## src/rtl/uart_tx_arbiter.sv

```systemverilog
`timescale 1ns/1ps
// uart_tx_arbiter
//
// Round-robin arbiter that shares one uart_send transmitter between NUM_REQ
// byte-stream requesters. One byte is taken over a valid/ready handshake. It
// is presented on uart_din with uart_en held high for EN_HOLD cycles. The
// arbiter then follows uart_tx_busy through its rise and fall before it
// grants again. If busy never rises within BUSY_TIMEOUT cycles, the byte is
// dropped and tmo pulses.
//
// Optional feature: define UART_ARB_PKT_LOCK_EN to keep the grant on one
// requester until it transfers a byte with req_last set. A timeout or a reset
// also releases the lock. When the macro is undefined, req_last is ignored.
//
// Ports
//   clk, rst_n     system clock, asynchronous active-low reset
//   req_valid      per-requester byte available
//   req_data       requester i byte on [8i+7:8i]
//   req_last       last byte of a packet (lock feature only)
//   req_ready      one-hot accept, asserted only while idle
//   uart_en        enable pulse to uart_send (registered)
//   uart_din       byte to uart_send (registered, held until next transfer)
//   uart_tx_busy   busy flag from uart_send
//   grant_id       index of the last granted requester
//   tmo            one-cycle pulse when busy failed to rise
//
// state     | meaning
// ----------+-------------------------------------------------------------
// S_IDLE    | arbitrate; accept one byte from the selected requester
// S_EN      | hold uart_en high for EN_HOLD cycles
// S_WAIT_HI | wait for uart_tx_busy to rise, bounded by BUSY_TIMEOUT
// S_WAIT_LO | wait for uart_tx_busy to fall before granting again
module uart_tx_arbiter #(
    parameter int NUM_REQ      = 4,
    parameter int EN_HOLD      = 4,
    parameter int BUSY_TIMEOUT = 16
) (
    input  logic                       clk,
    input  logic                       rst_n,
    input  logic [NUM_REQ-1:0]         req_valid,
    input  logic [8*NUM_REQ-1:0]       req_data,
    input  logic [NUM_REQ-1:0]         req_last,
    output logic [NUM_REQ-1:0]         req_ready,
    output logic                       uart_en,
    output logic [7:0]                 uart_din,
    input  logic                       uart_tx_busy,
    output logic [$clog2(NUM_REQ)-1:0] grant_id,
    output logic                       tmo
);

    localparam int GW      = $clog2(NUM_REQ);
    localparam int CNT_MAX = (EN_HOLD > BUSY_TIMEOUT) ? EN_HOLD : BUSY_TIMEOUT;
    localparam int CW      = (CNT_MAX > 1) ? $clog2(CNT_MAX) : 1;

    typedef enum logic [1:0] {
        S_IDLE    = 2'd0,
        S_EN      = 2'd1,
        S_WAIT_HI = 2'd2,
        S_WAIT_LO = 2'd3
    } state_t;

    state_t          state_q, state_d;
    logic [CW-1:0]   cnt_q, cnt_d;
    logic            uart_en_q, uart_en_d;
    logic [7:0]      uart_din_q, uart_din_d;
    logic [GW-1:0]   grant_id_q, grant_id_d;
    logic            tmo_q, tmo_d;

    logic [GW-1:0]   sel;
    logic [GW-1:0]   idx;
    logic            sel_ok;
    logic [7:0]      sel_data;
    logic            lock_active;

`ifdef UART_ARB_PKT_LOCK_EN
    logic            lock_q, lock_d;
    logic            sel_last;
    assign lock_active = lock_q;
`else
    logic            unused_req_last;
    assign lock_active     = 1'b0;
    assign unused_req_last = ^req_last;
`endif

    // Rotating-priority search starting at grant_id+1. The loop runs from the
    // farthest offset down to the nearest, so the nearest valid requester
    // overwrites any farther one and no "found" flag is needed.
    always_comb begin
        sel    = grant_id_q;
        sel_ok = 1'b0;
        idx    = '0;
        if (lock_active) begin
            sel_ok = req_valid[grant_id_q];
        end else begin
            for (int k = NUM_REQ; k >= 1; k--) begin
                idx = GW'((int'(grant_id_q) + k) % NUM_REQ);
                if (req_valid[idx]) begin
                    sel    = idx;
                    sel_ok = 1'b1;
                end
            end
        end

        sel_data = '0;
`ifdef UART_ARB_PKT_LOCK_EN
        sel_last = 1'b0;
`endif
        for (int i = 0; i < NUM_REQ; i++) begin
            if (sel == GW'(i)) begin
                sel_data = req_data[8*i +: 8];
`ifdef UART_ARB_PKT_LOCK_EN
                sel_last = req_last[i];
`endif
            end
        end
    end

    // Gating with rst_n keeps ready low while reset is held, even though the
    // FSM is already in IDLE.
    always_comb begin
        req_ready = '0;
        if (rst_n && state_q == S_IDLE && sel_ok) begin
            req_ready[sel] = 1'b1;
        end
    end

    always_comb begin
        state_d    = state_q;
        cnt_d      = cnt_q;
        uart_en_d  = uart_en_q;
        uart_din_d = uart_din_q;
        grant_id_d = grant_id_q;
        tmo_d      = 1'b0;
`ifdef UART_ARB_PKT_LOCK_EN
        lock_d     = lock_q;
`endif
        case (state_q)
            S_IDLE: begin
                if (sel_ok) begin
                    uart_din_d = sel_data;
                    grant_id_d = sel;
                    uart_en_d  = 1'b1;
                    cnt_d      = CW'(EN_HOLD - 1);
                    state_d    = S_EN;
`ifdef UART_ARB_PKT_LOCK_EN
                    lock_d     = !sel_last;
`endif
                end
            end
            S_EN: begin
                // Busy may already be high here. The pulse still runs its
                // full length, and WAIT_HI then exits on its first cycle.
                if (cnt_q == '0) begin
                    uart_en_d = 1'b0;
                    cnt_d     = CW'(BUSY_TIMEOUT - 1);
                    state_d   = S_WAIT_HI;
                end else begin
                    cnt_d = cnt_q - CW'(1);
                end
            end
            S_WAIT_HI: begin
                if (uart_tx_busy) begin
                    state_d = S_WAIT_LO;
                end else if (cnt_q == '0) begin
                    tmo_d   = 1'b1;
                    state_d = S_IDLE;
`ifdef UART_ARB_PKT_LOCK_EN
                    lock_d  = 1'b0;
`endif
                end else begin
                    cnt_d = cnt_q - CW'(1);
                end
            end
            S_WAIT_LO: begin
                if (!uart_tx_busy) begin
                    state_d = S_IDLE;
                end
            end
            default: state_d = S_IDLE;
        endcase
    end

    always_ff @(posedge clk or negedge rst_n) begin
        if (!rst_n) begin
            state_q    <= S_IDLE;
            cnt_q      <= '0;
            uart_en_q  <= 1'b0;
            uart_din_q <= 8'h00;
            grant_id_q <= GW'(NUM_REQ - 1);
            tmo_q      <= 1'b0;
`ifdef UART_ARB_PKT_LOCK_EN
            lock_q     <= 1'b0;
`endif
        end else begin
            state_q    <= state_d;
            cnt_q      <= cnt_d;
            uart_en_q  <= uart_en_d;
            uart_din_q <= uart_din_d;
            grant_id_q <= grant_id_d;
            tmo_q      <= tmo_d;
`ifdef UART_ARB_PKT_LOCK_EN
            lock_q     <= lock_d;
`endif
        end
    end

    assign uart_en  = uart_en_q;
    assign uart_din = uart_din_q;
    assign grant_id = grant_id_q;
    assign tmo      = tmo_q;

endmodule
```

## config.mk

```make
export PLATFORM = sky130hd
export DESIGN_NAME = uart_tx_arbiter
export DESIGN_NICKNAME = d
export VERILOG_FILES = /design/src/rtl/uart_tx_arbiter.sv
export SDC_FILE = /design/constraint.sdc
export NUM_CORES = 1
export LEC_CHECK = 0
export CORE_ASPECT_RATIO = 2
export CORE_MARGIN = 2
export CORE_UTILIZATION = 45
export CTS_BUF_LIST = sky130_fd_sc_hd__clkbuf_4 sky130_fd_sc_hd__clkbuf_8
export CTS_CLUSTER_SIZE = 24
export DETAILED_ROUTE_END_ITERATION = 8
export GPL_TIMING_DRIVEN = 1
export PLACE_DENSITY = 0.86
export SYNTH_ARGS = -nofsm -noshare
export SYNTH_HDL_FRONTEND = slang
export SYNTH_SLANG_ARGS = --single-unit
```

## constraint.sdc

```tcl
create_clock -name clk -period 2.55 [get_ports clk]
set_input_delay 0.51 -clock clk [delete_from_list [all_inputs] [get_ports clk]]
set_output_delay 0.51 -clock clk [all_outputs]
set_load 0.005 [all_outputs]
```

* Yosys cells after proc, flatten, opt, wreduce, memory -nomap -nowiden
Cells that the tools add are included.
Storage, ports and cells: flip-flop bits (word level) 18, input port bits 43, logic and storage cells 81, output and inout port bits 16
Operators by class: equality and inequality tests 12, order comparisons 6, add/sub/neg operators 5, multiplexer cells 40, reductions and logical operators 12
Operators by type and width (count):
- $mux W8 | 4
- $mux W4 | 5
- $mux W2 | 9
- $lt A2 B3 Y1 const B | 5
- $mux W1 | 14
- $pmux W4 S3 | 1
- $ne A2 B2 Y1 const B | 5
- $bmux W1 S2 | 4
- $eq A2 B2 Y1 const B | 4
- $pmux W2 S4 | 1
- $reduce_and A4 Y1 | 2
- $add A2 B1 Y2 const B | 2
- $add A2 B2 Y2 const B | 2
- $eq A2 B1 Y1 const B | 2
- $logic_not A2 Y1 | 2
- $logic_not A4 Y1 | 1
- $sub A4 B1 Y4 const B | 1
- $logic_and A1 B1 Y1 | 3
- $ne A3 B3 Y1 const B | 1
- $reduce_and A3 Y1 | 1
- $reduce_bool A3 Y1 | 1
- $demux W1 S2 | 1
- $ge A2 B1 Y1 const B | 1
- $pmux W1 S2 | 1
- other kinds (2) | 2

* Logic depth before layout (Yosys ltp)
Gate-level depths: netlist of run 1.
depth after elaboration 12, gate-level depth with buffers 7, mapped depth without buffers 7

* Worst setup path after synthesis of run 1
No wires, ideal clock.
path type register to output, start point reg state_q[0], end point out req_ready[0], buffers on the path 1, cell stages (with the launch flop) 7, arrival time 1.487 ns, setup slack 0.553 ns, data required time 2.040 ns, cells stage by stage dfrtp_1 -> inv_1 -> ha_1 -> nor2b_1 -> buf_2 -> nand2_1 -> nor3b_1
Between the ends: longest elaborated chain between the ends 4
RTL lines:
- from (decl) | RTL line 62 | state_t state_q, state_d;
- from (signal assigned) | RTL line 195 | state_q <= state_d;
- $logic_not A2 Y1 | RTL line 122 | if (rst_n && state_q == S_IDLE && sel_ok) begin
- $logic_and A1 B1 Y1 (2 in series) | RTL line 122
- $mux W4 | RTL line 122
- to (decl) | RTL line 43 | output logic [NUM_REQ-1:0] req_ready,
Every way passes these cells.

* Final worst setup path of run 1
start point in req_valid[2], end point out req_ready[0]
Between the ends: longest elaborated chain between the ends 11, elaborated cells between the ends (all ways) 23, those cells by class order compare (2); mux (19); reduce/logical (2)
RTL lines:
- from (decl) | RTL line 40 | input logic [NUM_REQ-1:0] req_valid,
- $bmux W1 S2 | RTL line 97 | if (req_valid[idx]) begin
- $mux W1 (not written as such) | RTL line 97
- $mux W2 (4 in series) | RTL line 97
- $lt A2 B3 Y1 (not written as such) or $ge A2 B1 Y1 (tied branches) | RTL line 123 | req_ready[sel] = 1'b1;
- $logic_and A1 B1 Y1 (not written as such) | RTL line 123
- $mux W1 (not written as such) | RTL line 123
- $demux W1 S2 | RTL line 123
- $mux W4 * | RTL line 122
Every way passes the cells marked *; elsewhere a longest branch is shown, timed or not. The select of a mux whose other input is x is not followed.

==> results of run 1 <==
## where the power goes
group / switching, W / leakage [nW] / internal (W)
clock: 0.000103 / 0.0288 / 0.000138
combinational: 0.000702 / 0.670 / 0.000721
sequential: 0.000108 / 0.208 / 0.000437
## layout make-up
class | instances | area [um^2] | share of cell area (%)
well taps | 29 | 36.3 | 1.77
multi-input cells | 108 | 798 | 39.0
inverters | 6 | 22.5 | 1.10
clock buffers | 4 | 55.1 | 2.69
repair buffers | 73 | 681 | 33.3
flip-flops and latches | 18 | 454 | 22.2
## placed cells by master (no fill, tap or decap), types with 2 or more instances in the layout
| cell type | instances |
|---|---|
| and2b_1 | 5 |
| a22oi_1 | 3 |
| nor2_1 | 11 |
| nor2b_1 | 2 |
| a21oi_1 | 8 |
| a211oi_1 | 12 |
| nor3_1 | 3 |
| a31oi_1 | 2 |
| dfrtp_1 | 15 |
| inv_1 | 6 |
| buf_4 | 18 |
| dlygate4sd2_1 | 7 |
| ha_1 | 5 |
| nor3b_1 | 4 |
| dfstp_2 | 2 |
| mux2i_1 | 9 |
| o21ai_0 | 5 |
| nor4_4 | 2 |
| clkdlybuf4s50_1 | 46 |
| mux2_2 | 2 |
| nand2b_1 | 3 |
| nand2_1 | 15 |
| clkbuf_8 | 4 |
## flip-flops by register name (all words and copies together) (netlist names)
signal    flops
cnt_q         4
grant_id      2
state_q       2
tmo           1
uart_din      8
uart_en       1
## metrics by stage
stage	setup WS, ns	utilization, %
CTS	0.0522	74.2
floorplan	0.553	-
global route	0.00277	74.8
detailed placement	-0.379	70.3
global placement	-0.272	70.3
finish	0.0886	74.8
## logic make-up (layout without fill, tap and decap cells)
group	after synthesis	after routing
AO/OA/AOI/OAI	39	39
flip-flops	18	18
AND/OR/NAND/NOR	53	53
buffers and inverters	11	83
multiplexers	11	11
adder cells (fa/ha/maj)	5	5
## timing repair
item | in CTS | in global routing
endpoints found under the setup margin | 4 | 2
resized for setup | 13 | 3
setup buffers | 4 | 1
pin swaps | 4 | 2
## worst paths after layout
path                              start           end  slack (ns)  depth (start not counted)
hold / removal              grant_id[0]   grant_id[0]        0.51                          2
hold reg to reg             grant_id[0]   grant_id[0]        0.51                          2
setup reg to reg            grant_id[1]   uart_din[2]        0.37                          9
min in group asynchronous         rst_n   uart_din[3]        0.68                          2
setup / recovery           req_valid[2]  req_ready[0]        0.09                          7
max in group asynchronous         rst_n   grant_id[0]        1.66                          2
## critical path: stages
cell and delay [ns]:
dlygate4sd2_1 0.32, nand2b_1 0.16, a21oi_2 0.07, nor3_2 0.27, buf_4 0.17, nor3b_1 0.19, dlygate4sd2_1 0.27
## per-layer routing
layer  up-vias  GRT usage (%)  share of wire [%]
met3         7           3.17                4.9
met2        50           53.1                 60
met5         -              0                  0
met1       661           25.3                 33
li1        644              -                  -
met4         0           10.3                2.0
==> impl_results.md, run 1 <==
* I/O pins at 59
* DRC violation count after routing at 0
* Setup-failing EPs final at 0
* Pwr Density at 1080 mW/mm^2
* Layout cells sized above 1 at 18.2%
* Synth top cells by count: dfrtp_1 (16), nand2_1 (15), a211oi_1 (12)
* Avg Cell Area, Syn at 9.38 um^2
* DP Wirelength at 3170 um
* Synth unique cells at 39
* Post-Synth Adder-Cell Area at 4.87%
* Synth Cell Area at 0.00128 mm^2
* Die Height at 79.6 um
* Die width at 41.8 um
* Post-synth top area share at 31.2%
* # fillers at 181
* Crit end category: output pin
* Leakage power at 0.907 nW
* Row count at 27
* Final Hold Fails at 0
* Sequential-to-total area share from yosys stat at 35.2%
* Simple logic cell fraction of the synthesized area at 23.4%
* Non-Filler Instances at 238
* Via count at 1362
* Synth async-reset ratio at 100%
* Status: finished, final reports clean
* Crit Path Category: in2out
* Post-Synth XOR/XNOR Area at 0%
* Clock-pin transition on the worst setup and hold timing paths at 0.07 ns
* Yosys reg bits at 18
* P&R area growth vs syn at 59.3%
* Least-Margin Pin Slew at 0.587 ns
* DIE AREA at 0.00332 mm^2
* Post-synthesis compound-gate area fraction at 22.7%
* Fin crit period at 2.46 ns
* Antenna violations before repair at 0
* Synth warn at 0
* Mux share of post-synthesis cell area at 8.76%
* Arrival @ worst endpoint at 1.95 ns
* VDD IR max at 0.817 mV
* RePlAce Congestion at 0.863
* Worst Hold Class: reg2reg
* Fin nets at 258
* Largest net degree at the start of global routing at 14
* Syn Nets at 185
* Power consumption at 0.00221 W
* All-Layer GR Usage at 26.2%
* Synth Instances at 137
* Max Clock Skew at 0.00156 ns
* Cell area after placement at 0.00192 mm^2
* Skew-Pair Late Insertion Delay at 0.26 ns
* Drt first pass iters at 4
* Crit Path Max Fanout at 4
* H-tree Lvls at 1
* Main area contributors after synthesis: dfrtp_1 (31%), mux2i_1 (7.0%), a211oi_1 (7.0%), ha_1 (4.9%), nand2_1 (4.4%)
* Fin area at 0.00205 mm^2
* WL per Instance at 17.0 um
* Clk buf depth at 2
* CTS tree: built
* Antenna Nets Post-Route at 0
* Synth Flop Type: dfrtp_1
* CP Launch Type: input pin
* Synth area leader: dfrtp_1
* Vias in the first global route at 1463
* Main combinational cell family by area after synthesis: simple AND/OR/NAND/NOR gates
* Count of pins over their slew limit at 0
* Root Buffer: clkbuf_8
* Peak Freq at 0.406 GHz
* 1st-iter DRT viols at 26
* Core area at 0.00274 mm^2
* GRT overflow at 0
* CTS Buf Count at 3
* First-pass GRT wire length at 6650 um
* Count leader, synth: dfrtp_1
* Initial Util at 47.0%
* WL final at 4040 um
* Hold Slack at 0.508 ns
* Setup TNS at 0 ns
* # clock sinks at 18
* Antenna diode count at 0
* Number of enable flip-flop cells after synthesis at 0
* CTS Hold Bufs at 0
* Max cap viols at 0
* Inst Count DP at 229
* Crit share post-route at 96.5%
* IO buf count at 54
* Routed vias/inst at 5.72
* Rel. slew slack at 60.8%
* RSZ-0062 raised after global routing: false
* Required time of the critical path at 2.04 ns
Power figures use the tool's default switching activity.
==> run 2: changes to the inputs <==
--- a/config.mk
+++ b/config.mk
@@ -5,6 +5,7 @@
 export SDC_FILE = /design/constraint.sdc
 export NUM_CORES = 1
 export LEC_CHECK = 0
+export ABC_AREA = 1
 export CORE_ASPECT_RATIO = 2
 export CORE_MARGIN = 2
 export CORE_UTILIZATION = 45
@@ -12,7 +13,9 @@
 export CTS_CLUSTER_SIZE = 24
 export DETAILED_ROUTE_END_ITERATION = 8
 export GPL_TIMING_DRIVEN = 1
-export PLACE_DENSITY = 0.86
+export HOLD_SLACK_MARGIN = 0.15
+export PLACE_DENSITY = 0.82
+export SLEW_MARGIN = 20
 export SYNTH_ARGS = -nofsm -noshare
 export SYNTH_HDL_FRONTEND = slang
 export SYNTH_SLANG_ARGS = --single-unit
==> run 2 against run 1 <==
Compared with the run above: clock skew decreased by 0.00088 ns; hold slack got worse by 0.028 ns; die area increased by 16%; setup slack got worse by 0.071 ns; critical path depth increased by 4; non-clock buffer count increased by 5; synthesized cell count increased by 64%; power increased by 58%; global-route usage decreased by 4.0 points; register-to-register slack about the same; area after synthesis increased by 17%; critical path type is now reg2out; critical endpoint is now req_ready[2]; highest routed layer unchanged.
==> impl_results.md, run 2 <==
* Synth Flop Type: dfrtp_1
* Peak Freq at 0.395 GHz
* Hold Slack at 0.480 ns
* Worst Hold Class: reg2reg
* Setup-failing EPs final at 0
* Synth unique cells at 28
* Syn Nets at 272
* CP Launch Type: flip-flop
* Critical path's top delay family: buffers and inverters
* CP cell instances: buf_4 -> buf_12 -> nand2_1 -> o21ai_2 -> nand2_1 -> buf_4 -> nand2_1 -> nand2_2 -> buf_4 -> nor3_2 -> buf_2
* Avg Cell Area, Syn at 6.73 um^2
* Least-Margin Pin Slew at 0.243 ns
* Antenna Nets Post-Route at 0
* Core area at 0.00319 mm^2
* I/O pins at 59
* Synth Cell Area at 0.00151 mm^2
* Post-synth top area share at 26.6%
* CTS Buf Count at 3
* Routed vias/inst at 5.21
* Number of enable flip-flop cells after synthesis at 0
* Crit end category: output pin
* Root Buffer: clkbuf_8
* Synth Instances at 224
* Row count at 29
* Die width at 44.9 um
* Sequential-to-total area share from yosys stat at 30.1%
* DIE AREA at 0.00385 mm^2
* Clk pwr share at 6.2%
* Post-synthesis compound-gate area fraction at 11.9%
* P&R area growth vs syn at 52.2%
* Antenna diode count at 0
* Crit share post-route at 99.3%
* Sequential Power Share at 15.1%
* Count leader, synth: nand2_1
* Share of total power in combinational logic at 78.8%
* Largest net degree at the start of global routing at 19
* RSZ-0062 raised after global routing: true
* Mux share of post-synthesis cell area at 0%
* DP Wirelength at 3150 um
* Critical path buffer and inverter count at 5
* Leakage power at 1.18 nW
* Synth async-reset ratio at 100%
* Cell area after placement at 0.00215 mm^2
* Count of pins over their slew limit at 0
* Rel. slew slack at 83.7%
* GRT overflow at 0
* Max Clock Skew at 0.000680 ns
* Simple logic cell fraction of the synthesized area at 39.5%
* Initial Util at 47.2%
* Non-Filler Instances at 331
* DRC violation count after routing at 0
* RePlAce Congestion at 0.909
* Synth top cells by count: nand2_1 (71), inv_1 (29), nand3_1 (19)
* First-pass GRT wire length at 6510 um
* VDD IR max at 0.927 mV
* Layout cells sized above 1 at 23.3%
* Power Internal at 0.00177 W
* Final Hold Fails at 0
* Post-Synth Adder-Cell Area at 4.15%
* CTS Hold Bufs at 0
* Fin crit period at 2.53 ns
* Max reg flops at 8
* Sw Pwr at 0.00171 W
* Crit Path Category: reg2out
* Inst Count DP at 319
* Post-Synth XOR/XNOR Area at 1.16%
* WL final at 4180 um
* # clock sinks at 18
* Commonest non-fill, non-tap cell in the layout: nand2_1
* Required time of the critical path at 2.04 ns
* CTS tree: built
* Status: finished, final reports clean
* Skew-Pair Late Insertion Delay at 0.25 ns
* Crit Path Max Fanout at 4
* 1st-iter DRT viols at 21
* Max incr delay on CP at 0.54 ns
* Fin area at 0.00229 mm^2
* Antenna violations before repair at 0
* Vias in the first global route at 1698
* Synth warn at 0
* Clock-pin transition on the worst setup and hold timing paths at 0.06 ns
* Main area contributors after synthesis: dfrtp_1 (27%), nand2_1 (18%), inv_1 (7.2%), nand3_1 (6.3%), o21ai_1 (5.3%)
* WL per Instance at 12.6 um
* Fin nets at 349
* All-Layer GR Usage at 22.2%
* Switch share at 49.2%
* IO buf count at 54
* Setup TNS at 0 ns
* Yosys reg bits at 18
* Synth area leader: dfrtp_1
* Die Height at 85.8 um
* Max cap viols at 0
* Clk buf depth at 2
* H-tree Lvls at 1
* Pwr Density at 1520 mW/mm^2
* Arrival @ worst endpoint at 2.02 ns
* Slowest CP cell: dfstp_2
* Drt first pass iters at 5
* Via count at 1723
* Main combinational cell family by area after synthesis: simple AND/OR/NAND/NOR gates
* Commonest cells after routing, fill and taps aside: nand2_1 (70), clkdlybuf4s50_1 (48), inv_1 (28)
-- run 2: cell type report --
| class | count | area [um^2] |
|---|---|---|
| flip-flops and latches | 18 | 453 |
| clock buffers | 4 | 48.8 |
| well taps | 31 | 38.8 |
| repair buffers | 78 | 712 |
| fillers | 238 | 900 |
| inverters | 36 | 143 |
| multi-input cells | 164 | 898 |
-- run 2: cell families after synthesis --
family / Yosys count
fa+ha+maj: 5
buf+inv: 42
simple gates: 125
xor+xnor: 2
flops: 18
compound gates: 32
-- run 2: path summary, 6_finish.rpt --
kind / from / to / slack [ns] / cells after the start
max in group asynchronous: rst_n / grant_id[0] / 1.63 / 2
max reg2reg: grant_id[0] / uart_din[4] / 0.36 / 14
min: uart_din[5] / uart_din[5] / 0.48 / 2
min in group asynchronous: rst_n / uart_en / 0.66 / 2
max: grant_id[0] / req_ready[2] / 0.02 / 11
min reg2reg: uart_din[5] / uart_din[5] / 0.48 / 2
-- run 2: tightest hold or removal path, stage by stage, from the launching register on --
cell     delay (ns)
dfrtp_1        0.34
nand2_1        0.05
nand2_1        0.06
-- run 2: stage by stage --
step,worst slack (ns),utilization [%],power [W]
floorplan,0.442,-,0.00221
global placement,-0.356,67.2,0.00294
detailed placement,-0.356,67.2,0.00299
CTS,0.0124,69.4,0.00326
global route,-0.0396,71.8,0.00380
finish,0.0178,71.8,0.00348
-- run 2: per-layer routing --
layer,vias to the layer above,global-route usage (%),part of all wire [%]
met4,0,12.6,4.1
met1,785,21.3,36
met5,-,0,0
met2,55,42.2,55
met3,16,2.32,5.1
li1,867,-,-
-- run 2: what timing repair did --
| item | 4_1_cts | 5_1_grt |
|---|---|---|
| setup buffers | 2 | 6 |
| setup endpoints to repair | 4 | 4 |
| gates cloned | 0 | 0 |
| gates resized for setup | 15 | 11 |
| pin swaps | 1 | 10 |
-- run 2: power groups by stage --
stage               registers [W]  logic [W]  clock network [W]
floorplan                0.000524    0.00168                  0
global placement         0.000546    0.00239                  0
detailed placement       0.000548    0.00244                  0
CTS                      0.000533    0.00251           0.000216
global route             0.000537    0.00303           0.000226
finish                   0.000524    0.00274           0.000214
==> run 3: changes to the inputs <==
--- a/config.mk
+++ b/config.mk
@@ -6,6 +6,7 @@
 export NUM_CORES = 1
 export LEC_CHECK = 0
 export ABC_AREA = 1
+export CAP_MARGIN = 40
 export CORE_ASPECT_RATIO = 2
 export CORE_MARGIN = 2
 export CORE_UTILIZATION = 45
==> results of run 3 <==
Same layout as run 2: the final DEF is identical, and so are final timing and power.
